`config.mk`:
```
export PLATFORM = sky130hd
export DESIGN_NAME = vrc_snd_pulse_bank
export DESIGN_NICKNAME = d
export VERILOG_FILES = /design/src/rtl/vrc_snd_pkg.sv /design/src/rtl/vrc_pulse_ch.sv /design/src/rtl/vrc_snd_pulse_bank.sv
export SDC_FILE = /design/constraint.sdc
export NUM_CORES = 1
export LEC_CHECK = 0
export BUFFER_PORTS_ARGS = -buffer_cell sky130_fd_sc_hd__clkbuf_2
export CAP_MARGIN = 10
export CORE_MARGIN = 3
export CORE_UTILIZATION = 50
export CTS_BUF_LIST = sky130_fd_sc_hd__clkbuf_8
export CTS_CLUSTER_SIZE = 24
export DETAILED_ROUTE_END_ITERATION = 12
export GPL_ROUTABILITY_DRIVEN = 0
export PLACE_DENSITY = 0.68
export SYNTH_ARGS = -nofsm -noshare
export SYNTH_HDL_FRONTEND = slang
export SYNTH_SLANG_ARGS = --single-unit
```
`constraint.sdc`:
```
create_clock -name clk -period 4.26 [get_ports clk]
set_input_delay 0.426 -clock clk [delete_from_list [all_inputs] [get_ports clk]]
set_output_delay 0.426 -clock clk [all_outputs]
set_load 0.005 [all_outputs]
```
`src/rtl/vrc_snd_pkg.sv`:
```
// rtl/vrc_snd_pkg.sv - shared register map, config types and reload helper for the VRC pulse bank
package vrc_snd_pkg;

  localparam logic [1:0] REG_CTRL = 2'd0;
  localparam logic [1:0] REG_PLO  = 2'd1;
  localparam logic [1:0] REG_PHI  = 2'd2;
  localparam logic [1:0] REG_FREQ = 2'd3;

  typedef struct packed {
    logic        mode;
    logic [2:0]  duty;
    logic [3:0]  vol;
    logic [11:0] period;
    logic        en;
  } pulse_cfg_t;

  typedef struct packed {
    logic halt;
    logic shift4;
    logic shift8;
  } freq_ctl_t;

  // shift8 outranks shift4; result is the value loaded when a counter hits zero
  function automatic logic [11:0] eff_period(input logic [11:0] period, input freq_ctl_t freq);
    if (freq.shift8)      return {8'd0, period[11:8]};
    else if (freq.shift4) return {4'd0, period[11:4]};
    else                  return period;
  endfunction

endpackage

```
`src/rtl/vrc_pulse_ch.sv`:
```
// rtl/vrc_pulse_ch.sv - one pulse channel: registers, period counter, 16-step duty sequencer, level
module vrc_pulse_ch
  import vrc_snd_pkg::*;
#(
  parameter int PERIOD_W = 12,
  parameter int VOL_W    = 4
) (
  input  logic             clk,
  input  logic             rst_n,
  input  logic             tick,
  input  logic             wr,
  input  logic [1:0]       idx,
  input  logic [7:0]       dat,
  input  freq_ctl_t        freq,
  output logic [VOL_W-1:0] level
);

  pulse_cfg_t          cfg;
  logic [PERIOD_W-1:0] cnt;
  logic [PERIOD_W-1:0] reload;
  logic [3:0]          step;
  logic                run;
  logic                clr;

  assign reload = PERIOD_W'(eff_period(cfg.period, freq));
  assign run    = tick && cfg.en && !freq.halt;
  // a disabling write beats a coincident tick
  assign clr    = wr && (idx == REG_PHI) && !dat[7];

  always_ff @(posedge clk or negedge rst_n) begin
    if (!rst_n) begin
      cfg  <= '0;
      cnt  <= '0;
      step <= 4'hF;
    end else begin
      if (clr) begin
        cnt  <= reload;
        step <= 4'hF;
      end else if (run) begin
        if (cnt == '0) begin
          cnt  <= reload;
          step <= step - 4'd1;
        end else begin
          cnt <= cnt - PERIOD_W'(1);
        end
      end
      if (wr) begin
        case (idx)
          REG_CTRL: {cfg.mode, cfg.duty, cfg.vol} <= dat;
          REG_PLO:  cfg.period[7:0] <= dat;
          REG_PHI: begin
            cfg.en           <= dat[7];
            cfg.period[11:8] <= dat[3:0];
          end
          default: ;
        endcase
      end
    end
  end

  always_comb begin
    level = '0;
    if (cfg.en && (cfg.mode || (step <= {1'b0, cfg.duty})))
      level = VOL_W'(cfg.vol);
  end

endmodule

```
`src/rtl/vrc_snd_pulse_bank.sv`:
```
// rtl/vrc_snd_pulse_bank.sv - VRC expansion audio: pulse bank, global freq control, mixer; VRC_SAW_EN adds the saw channel
module vrc_snd_pulse_bank
  import vrc_snd_pkg::*;
#(
  parameter int CHANNELS = 2,
  parameter int PERIOD_W = 12,
  parameter int VOL_W    = 4,
  parameter int MIX_W    = 8
) (
  input  logic                      clk,
  input  logic                      rst_n,
  input  logic                      tick,
  input  logic                      reg_we,
  input  logic [3:0]                reg_ch,
  input  logic [1:0]                reg_idx,
  input  logic [7:0]                reg_dat,
  output logic [MIX_W-1:0]          snd_mix,
  output logic [CHANNELS*VOL_W-1:0] ch_out
);

  localparam logic [3:0] GLOBAL_CH = 4'(CHANNELS);
  localparam int         SUM_W     = MIX_W + VOL_W + 6;

  freq_ctl_t  freq;
  logic       glob_wr;
  logic [4:0] saw_level;
  logic [SUM_W-1:0] sum;

  assign glob_wr = reg_we && (reg_ch == GLOBAL_CH);

  always_ff @(posedge clk or negedge rst_n) begin
    if (!rst_n) begin
      freq <= '0;
    end else if (glob_wr && reg_idx == REG_FREQ) begin
      freq.halt   <= reg_dat[0];
      freq.shift4 <= reg_dat[1];
      freq.shift8 <= reg_dat[2];
    end
  end

  for (genvar g = 0; g < CHANNELS; g++) begin : g_ch
    vrc_pulse_ch #(.PERIOD_W(PERIOD_W), .VOL_W(VOL_W)) u_ch (
      .clk   (clk),
      .rst_n (rst_n),
      .tick  (tick),
      .wr    (reg_we && (reg_ch == 4'(g))),
      .idx   (reg_idx),
      .dat   (reg_dat),
      .freq  (freq),
      .level (ch_out[g*VOL_W +: VOL_W])
    );
  end

`ifdef VRC_SAW_EN
  logic [5:0]          saw_rate;
  logic [11:0]         saw_period;
  logic                saw_en;
  logic [PERIOD_W-1:0] saw_cnt;
  logic [PERIOD_W-1:0] saw_reload;
  logic                saw_half;
  logic [2:0]          saw_phase;
  logic [7:0]          saw_acc;

  assign saw_reload = PERIOD_W'(eff_period(saw_period, freq));

  always_ff @(posedge clk or negedge rst_n) begin
    if (!rst_n) begin
      saw_rate   <= '0;
      saw_period <= '0;
      saw_en     <= 1'b0;
      saw_cnt    <= '0;
      saw_half   <= 1'b0;
      saw_phase  <= '0;
      saw_acc    <= '0;
    end else begin
      if (!saw_en) begin
        saw_acc   <= '0;
        saw_phase <= '0;
        saw_half  <= 1'b0;
      end else if (tick && !freq.halt) begin
        if (saw_cnt == '0) begin
          saw_cnt  <= saw_reload;
          saw_half <= ~saw_half;
          // accumulate on every second reload, restarting after six steps
          if (saw_half) begin
            if (saw_phase == 3'd6) begin
              saw_acc   <= '0;
              saw_phase <= '0;
            end else begin
              saw_acc   <= saw_acc + {2'b00, saw_rate};
              saw_phase <= saw_phase + 3'd1;
            end
          end
        end else begin
          saw_cnt <= saw_cnt - PERIOD_W'(1);
        end
      end
      if (glob_wr) begin
        case (reg_idx)
          REG_CTRL: saw_rate <= reg_dat[5:0];
          REG_PLO:  saw_period[7:0] <= reg_dat;
          REG_PHI: begin
            saw_en           <= reg_dat[7];
            saw_period[11:8] <= reg_dat[3:0];
            if (!reg_dat[7]) begin
              saw_cnt   <= saw_reload;
              saw_acc   <= '0;
              saw_phase <= '0;
              saw_half  <= 1'b0;
            end
          end
          default: ;
        endcase
      end
    end
  end

  assign saw_level = saw_acc[7:3];
`else
  assign saw_level = '0;
`endif

  always_comb begin
    sum = SUM_W'(saw_level);
    for (int i = 0; i < CHANNELS; i++)
      sum = sum + SUM_W'(ch_out[i*VOL_W +: VOL_W]);
  end

  always_ff @(posedge clk or negedge rst_n) begin
    if (!rst_n)
      snd_mix <= '0;
    else if (sum > SUM_W'({MIX_W{1'b1}}))
      snd_mix <= '1;
    else
      snd_mix <= sum[MIX_W-1:0];
  end

endmodule

```
Word-level counts from Yosys, hierarchy flattened
Index checks and enable logic that the tools add are counted.
{ "word_totals": {"elab_cells": 86, "out_inout_bits": 16, "reg_bits": 85} }
{ "classes": {"reduce_logical": 34, "order_cmp": 3, "n_eq_ne": 5, "n_addsub": 5, "n_mux": 19} }
{ "ops": {"columns": ["op", "n"], "rows": [
  ["12-bit 2-to-1 mux", 10],
  ["4-bit 2-to-1 mux", 8],
  ["12-bit zero test", 2],
  ["12-bit by 1-bit subtractor with 12-bit output, second input constant", 2],
  ["2-bit AND reduction", 8],
  ["1-bit logical AND", 14],
  ["5-bit by 8-bit greater-than comparator with 1-bit output, second input constant", 1],
  ["4-bit by 3-bit less-or-equal comparator with 1-bit output", 2],
  ["8-bit 2-to-1 mux", 1],
  ["2-bit nonzero test", 4],
  ["4-bit by 1-bit subtractor with 4-bit output, second input constant", 2],
  ["4-bit by 4-bit adder with 5-bit output", 1],
  ["2-bit equality test, second input constant", 2],
  ["4-bit by 1-bit equality test with 1-bit output, second input constant", 1],
  ["4-bit by 2-bit equality test with 1-bit output, second input constant", 1],
  ["4-bit zero test", 1],
  ["2-bit by 1-bit equality test with 1-bit output, second input constant", 1],
  ["1-bit zero test", 2],
  ["2-bit zero test", 1],
  ["1-bit logical OR", 2]
]} }

Logic depth before layout (Yosys ltp)
{ "logic_depth": {"ltp_word": 7, "depth_mapped": 13, "mapped_depth_nobuf": 13} }

By module
From an unflattened synthesis, not the netlist that was laid out.
{ "unflattened": {"hier_cells": 442, "hier_area_um2": 4560.6} }
{ "by_module_without_submodules": {"columns": ["mod", "n_inst", "cells_each", "area_each_um2"], "rows": [
  ["vrc_pulse_ch", 2, 203, 2062.0],
  ["vrc_snd_pulse_bank", 1, 36, 436.7]
]} }

Worst setup path after synthesis
Ideal clock, no wire load.
{ "synth_timing": {"kind": "flip-flop to flip-flop", "from": "register g_ch[0].u_ch.step[1]", "to": "register snd_mix[4]", "stages_incl_launch_ff": 13, "setup_ps": 66, "n_path_buf": 0, "arrival_time_ps": 2312, "path_slack_ps": 1882, "t_required_ps": 4194, "path_cell_list": "dfstp_2 -> ha_1 -> nor2b_1 -> o21a_1 -> o21ai_0 -> a21oi_1 -> nor2_1 -> ha_1 -> inv_1 -> fa_1 -> nor2b_1 -> o21ai_0 -> nand2b_1"} }
{ "synth_via": {"elab_chain_cells": 7} }
{ "synth_lines": {"columns": ["item", "line_no", "rtl"], "rows": [
  ["from (decl)", "vrc_pulse_ch.sv:21", "logic [3:0] step;"],
  ["from (signal assigned)", "vrc_pulse_ch.sv:42", "step <= step - 4'd1;"],
  ["4-bit by 3-bit less-or-equal comparator with 1-bit output *", "vrc_pulse_ch.sv:63", "if (cfg.en && (cfg.mode || (step <= {1'b0, cfg.duty})))"],
  ["1-bit logical OR *", "vrc_pulse_ch.sv:63", null],
  ["1-bit logical AND *", "vrc_pulse_ch.sv:63", null],
  ["4-bit 2-to-1 mux *", "vrc_pulse_ch.sv:63", null],
  ["named net ch_out[0]", "vrc_snd_pulse_bank.sv:18", "output logic [CHANNELS*VOL_W-1:0] ch_out"],
  ["4-bit by 4-bit adder with 5-bit output *", "vrc_snd_pulse_bank.sv:126", "sum = sum + SUM_W'(ch_out[i*VOL_W +: VOL_W]);"],
  ["named net sum[4]", "vrc_snd_pulse_bank.sv:27", "logic [SUM_W-1:0] sum;"],
  ["5-bit by 8-bit greater-than comparator with 1-bit output", "vrc_snd_pulse_bank.sv:132", "else if (sum > SUM_W'({MIX_W{1'b1}}))"],
  ["8-bit 2-to-1 mux *", "vrc_snd_pulse_bank.sv:132", null],
  ["to (signal assigned)", "vrc_snd_pulse_bank.sv:135", "snd_mix <= sum[MIX_W-1:0];"],
  ["to (decl)", "vrc_snd_pulse_bank.sv:17", "output logic [MIX_W-1:0] snd_mix,"]
]} }
Mark *: on every way through the listed nets, which the timed path passes. The rest lies on a longest branch.
A chain may end at the register's enable or synchronous reset.

Final worst setup path
{ "layout_timing": {"from": "register g_ch[1].u_ch.cnt[0]", "to": "register g_ch[1].u_ch.cnt[5]"} }
{ "layout_via": {"elab_chain_cells": 4, "elab_cells_between_ends": 5, "classes_between": "add/sub (1); mux (3); reduce/logical (1)"} }
{ "layout_lines": {"columns": ["item", "line_no", "rtl"], "rows": [
  ["from (decl)", "vrc_pulse_ch.sv:19", "logic [PERIOD_W-1:0] cnt;"],
  ["from (signal assigned)", "vrc_pulse_ch.sv:37", "cnt <= reload;"],
  ["from (signal assigned)", "vrc_pulse_ch.sv:41", "cnt <= reload;"],
  ["from (signal assigned)", "vrc_pulse_ch.sv:44", "cnt <= cnt - PERIOD_W'(1);"],
  ["12-bit by 1-bit subtractor with 12-bit output / 12-bit zero test (equally long branches)", "vrc_pulse_ch.sv:44, vrc_pulse_ch.sv:40", null],
  ["12-bit 2-to-1 mux *", "vrc_pulse_ch.sv:40", "if (cnt == '0) begin"],
  ["12-bit 2-to-1 mux *", "vrc_pulse_ch.sv:39", "end else if (run) begin"],
  ["12-bit 2-to-1 mux *", "vrc_pulse_ch.sv:36", "if (clr) begin"]
]} }
Every way passes the cells marked *; elsewhere a longest branch is shown, timed or not. The select of a mux whose other input is x is not followed.

==> impl_metrics.yaml <==
die:
  placement_rows: 34
  floorplan.io_pins: 34
  design.core.area_sq_um: 8806
  die_height_microns: 101.6
  die_width_microns: 101.6
  floorplan.initialDensity: 0.5193
  floorplan.die_area_sq_um: 10330
power:
  pwr_density_cell_nw_per_um2: 455.4
  share_of_power_burned_in_registers: 0.495
  clkPwrFrac: 0.231
  p_int_w: 0.001441
  p_sw_frac: 0.3625
  power_switching_w: 0.0008196
  cellLeakagePower_nw: 2.226
  pwr-share-comb: 0.274
  power.ir.vdd_worst_mv: 0.2541
  p_total_w: 0.002261
placed_design:
  place.detailed.instances: 570
  place_hpwl_microns: 7494
  io_buffers: 30
  post_dp_area_sq_um: 4788
routing:
  post_dr_vias_cell: 6.007
  drc_errors: 0
  drtPass1Iterations: 4
  wl_per_cell_microns: 17.69
  routed_wl_microns: 10360
  final_antenna_net_count: 0
  via_count: 3520
  drt_first_iter_violations: 228
sta:
  finalSetupViolCount: 0
  rsz0062_at_grt: "no"
  layout_worst_path_cycle_share: 0.6256
  worst_slew_pin_slew_ps: 1115
  worst_hold_slack_ps: 219.1
  finalClockSkew_ps: 20.37
  slew_headroom: 0.2518
  final_hold_viol_count: 0
  fmaxAchievable_mhz: 375.2
  fin_setup_tns_ps: 0
  maxSlewViolCount: 0
  post-route-min-period_ps: 2665
clocking:
  cts_htree_levels: 3
  clock_latency_on_the_worst_skew_pair_ps: 360
  clk_path_buf_depth: 2
  cts.reportedPaths.clkPinSlew_ps: 100
  cts-hold-fix-buffers: 0
  cts-buffers-inserted: 9
  cts_setup_buffers: 0
  clock_tree_from_tritoncts: "done"
  post_cts.resized_instances: 0
  cts_num_sinks: 82
  cts.root.buffer_cell: "sky130_fd_sc_hd__clkbuf_8"
global_routing:
  number_of_global_route_vias_before_repair: 3493
  number_of_antenna_violations_at_the_first_check_in_global_routing: 0
  grt_max_degree: 83
  grt_pass1_wl_microns: 17400
  grt_use_total: 0.2165
  grt_total_ovfl: 0
setup_path:
  cp_data_arrival_time_ps: 2940
  startpoint_type: "flop"
  worst-setup-path-type: "reg -> reg"
  ff2ff_setup_slack_ps: 1600
  rr_worst_depth: 7
  critical_path_required_ps: 4540
  critPathCaptureType: "flop"
  worstPathMaxFanout: 16
logic_synthesis:
  number_of_library_cell_types_mapped_by_synthesis: 63
  yosys_register_bits: 82
  synth.yosys.seq_area_share: 0.4509
  postSynthAreaPerCell_sq_um: 10.35
  yosys_most_used_dff: "sky130_fd_sc_hd__dfrtp_1"
  yosys_warnings: 0
  ys_async_sr_fraction: 1.000
  synth_edf_count: 0
  cell_count_after_synthesis: 442
  syn-cell-area_sq_um: 4573
outcome:
  outcome: "completed"
finish:
  flow.area_growth_from_synthesis_pct: 8.564
  multi_input_area_sq_um: 2364
  layout-drive-gt1-share: 0.2406
  finalNetCount: 508
  fin_area_sq_um: 4965
  finish.cell_count_without_fillers: 586
  fillers: 756
  layout.cells.most_common_list: "74 x sky130_fd_sc_hd__dfrtp_1, 49 x sky130_fd_sc_hd__mux2_2, 39 x sky130_fd_sc_hd__nand2_1"
  seq_area_sq_um: 2062
  antenna-diode-count: 0
  final_common_cell: "sky130_fd_sc_hd__dfrtp_1"
hold_path:
  hold_class: "in -> async"
run:
  max_cap_viol_count: 0
-- kinds of logic (layout without fill, tap and decap cells) --
group,Yosys count,after routing,share of synthesized area
buffers and inverters,32,66,0.03392
adders and majority gates,17,17,0.04815
xor gates and xnor gates,4,4,0.007662
DFF,82,82,0.4509
other,1,3,0.0008200
AOI/OAI and AO/OA,82,82,0.1133
and+or+nand+nor,156,156,0.1830
muxes,68,68,0.1622
-- path summary, 6_finish.rpt --
| check | startpoint | to |
|---|---|---|
| worst max register to register | g_ch[1].u_ch.cnt[0] | g_ch[1].u_ch.cnt[5] |
| worst max-delay path | g_ch[1].u_ch.cnt[0] | g_ch[1].u_ch.cnt[5] |
| min in group clk | reg_dat[5] | g_ch[0].u_ch.cfg[18] |
| worst min-delay path | rst_n | g_ch[0].u_ch.cnt[6] |
| worst min register to register | g_ch[0].u_ch.cfg[2] | g_ch[0].u_ch.cfg[2] |
| max in group asynchronous | rst_n | snd_mix[4] |
-- stage by stage --
step           worst slack [ps]  utilization
5_1_grt                    1306       0.5638
6_report                   1595       0.5638
3_5_place_dp               1660       0.5438
2_1_floorplan              1882            -
3_3_place_gp               1709       0.5438
4_1_cts                    1641       0.5638
-- power groups by stage --
stage | registers [W] | logic (W) | clock network (W)
floorplan | 0.00107 | 0.000479 | 0
global placement | 0.00112 | 0.000592 | 0
detailed placement | 0.00113 | 0.000610 | 0
CTS | 0.00112 | 0.000615 | 0.000531
global route | 0.00115 | 0.000697 | 0.000570
finish | 0.00112 | 0.000621 | 0.000522
-- critical path, cell delays in order (launching register included) --
cell,delay (ps)
sky130_fd_sc_hd__dfrtp_1,420
sky130_fd_sc_hd__inv_1,130
sky130_fd_sc_hd__ha_1,160
sky130_fd_sc_hd__nor4b_1,380
sky130_fd_sc_hd__nand4_1,230
sky130_fd_sc_hd__o21ai_1,910
sky130_fd_sc_hd__nand2b_1,170
sky130_fd_sc_hd__o221ai_1,200
-- registers in the layout (all words and copies together), names as in the netlist --
| signal | count |
|---|---|
| snd_mix | 5 |
| freq | 3 |
| g_ch.u_ch.cnt | 24 |
| g_ch.u_ch.step | 8 |
| g_ch.u_ch.cfg | 42 |
-- per-layer routing --
metal  wire length, microns  vias to the layer above  track usage
met5                      0                        -            0
met4                    187                        0      0.07566
met3                    611                       18      0.04477
met2                   4619                      118       0.3285
met1                   4946                     1709       0.3092
li1                       -                     1675            -
-- layout make-up --
class	instances	share of cell area
Multi-Input combinational cell	330	0.4761
Clock buffer	9	0.02495
Clock inverter	7	0.01058
Sequential cell	82	0.4153
Tap cell	108	0.02722
Timing Repair Buffer	30	0.03075
Inverter	20	0.01512
-- synth_stat cells, drive strengths merged, types with 3 or more instances --
| cell | count | share of area |
|---|---|---|
| a21oi | 19 | 0.021 |
| a221o | 3 | 0.0066 |
| a22oi | 6 | 0.0098 |
| a31oi | 5 | 0.0068 |
| and3 | 3 | 0.0041 |
| and4 | 3 | 0.0057 |
| buf | 8 | 0.013 |
| clkbuf | 3 | 0.0025 |
| dfrtp | 74 | 0.40 |
| dfstp | 8 | 0.046 |
| ha | 16 | 0.044 |
| inv | 20 | 0.016 |
| mux2 | 49 | 0.12 |
| mux2i | 19 | 0.042 |
| nand2 | 40 | 0.033 |
| nand2b | 3 | 0.0041 |
| nand3 | 15 | 0.016 |
| nor2 | 38 | 0.031 |
| nor2b | 4 | 0.0055 |
| nor3 | 14 | 0.015 |
| nor3b | 3 | 0.0049 |
| nor4 | 3 | 0.0074 |
| nor4b | 3 | 0.0085 |
| o21a | 4 | 0.0066 |
| o21ai | 26 | 0.028 |
| o22ai | 3 | 0.0041 |
| o311ai | 3 | 0.0057 |
| or2 | 5 | 0.0068 |
| or3 | 8 | 0.012 |
| or4 | 3 | 0.0057 |
| xnor2 | 3 | 0.0057 |
No activity file was read; power rests on OpenSTA's default activity.
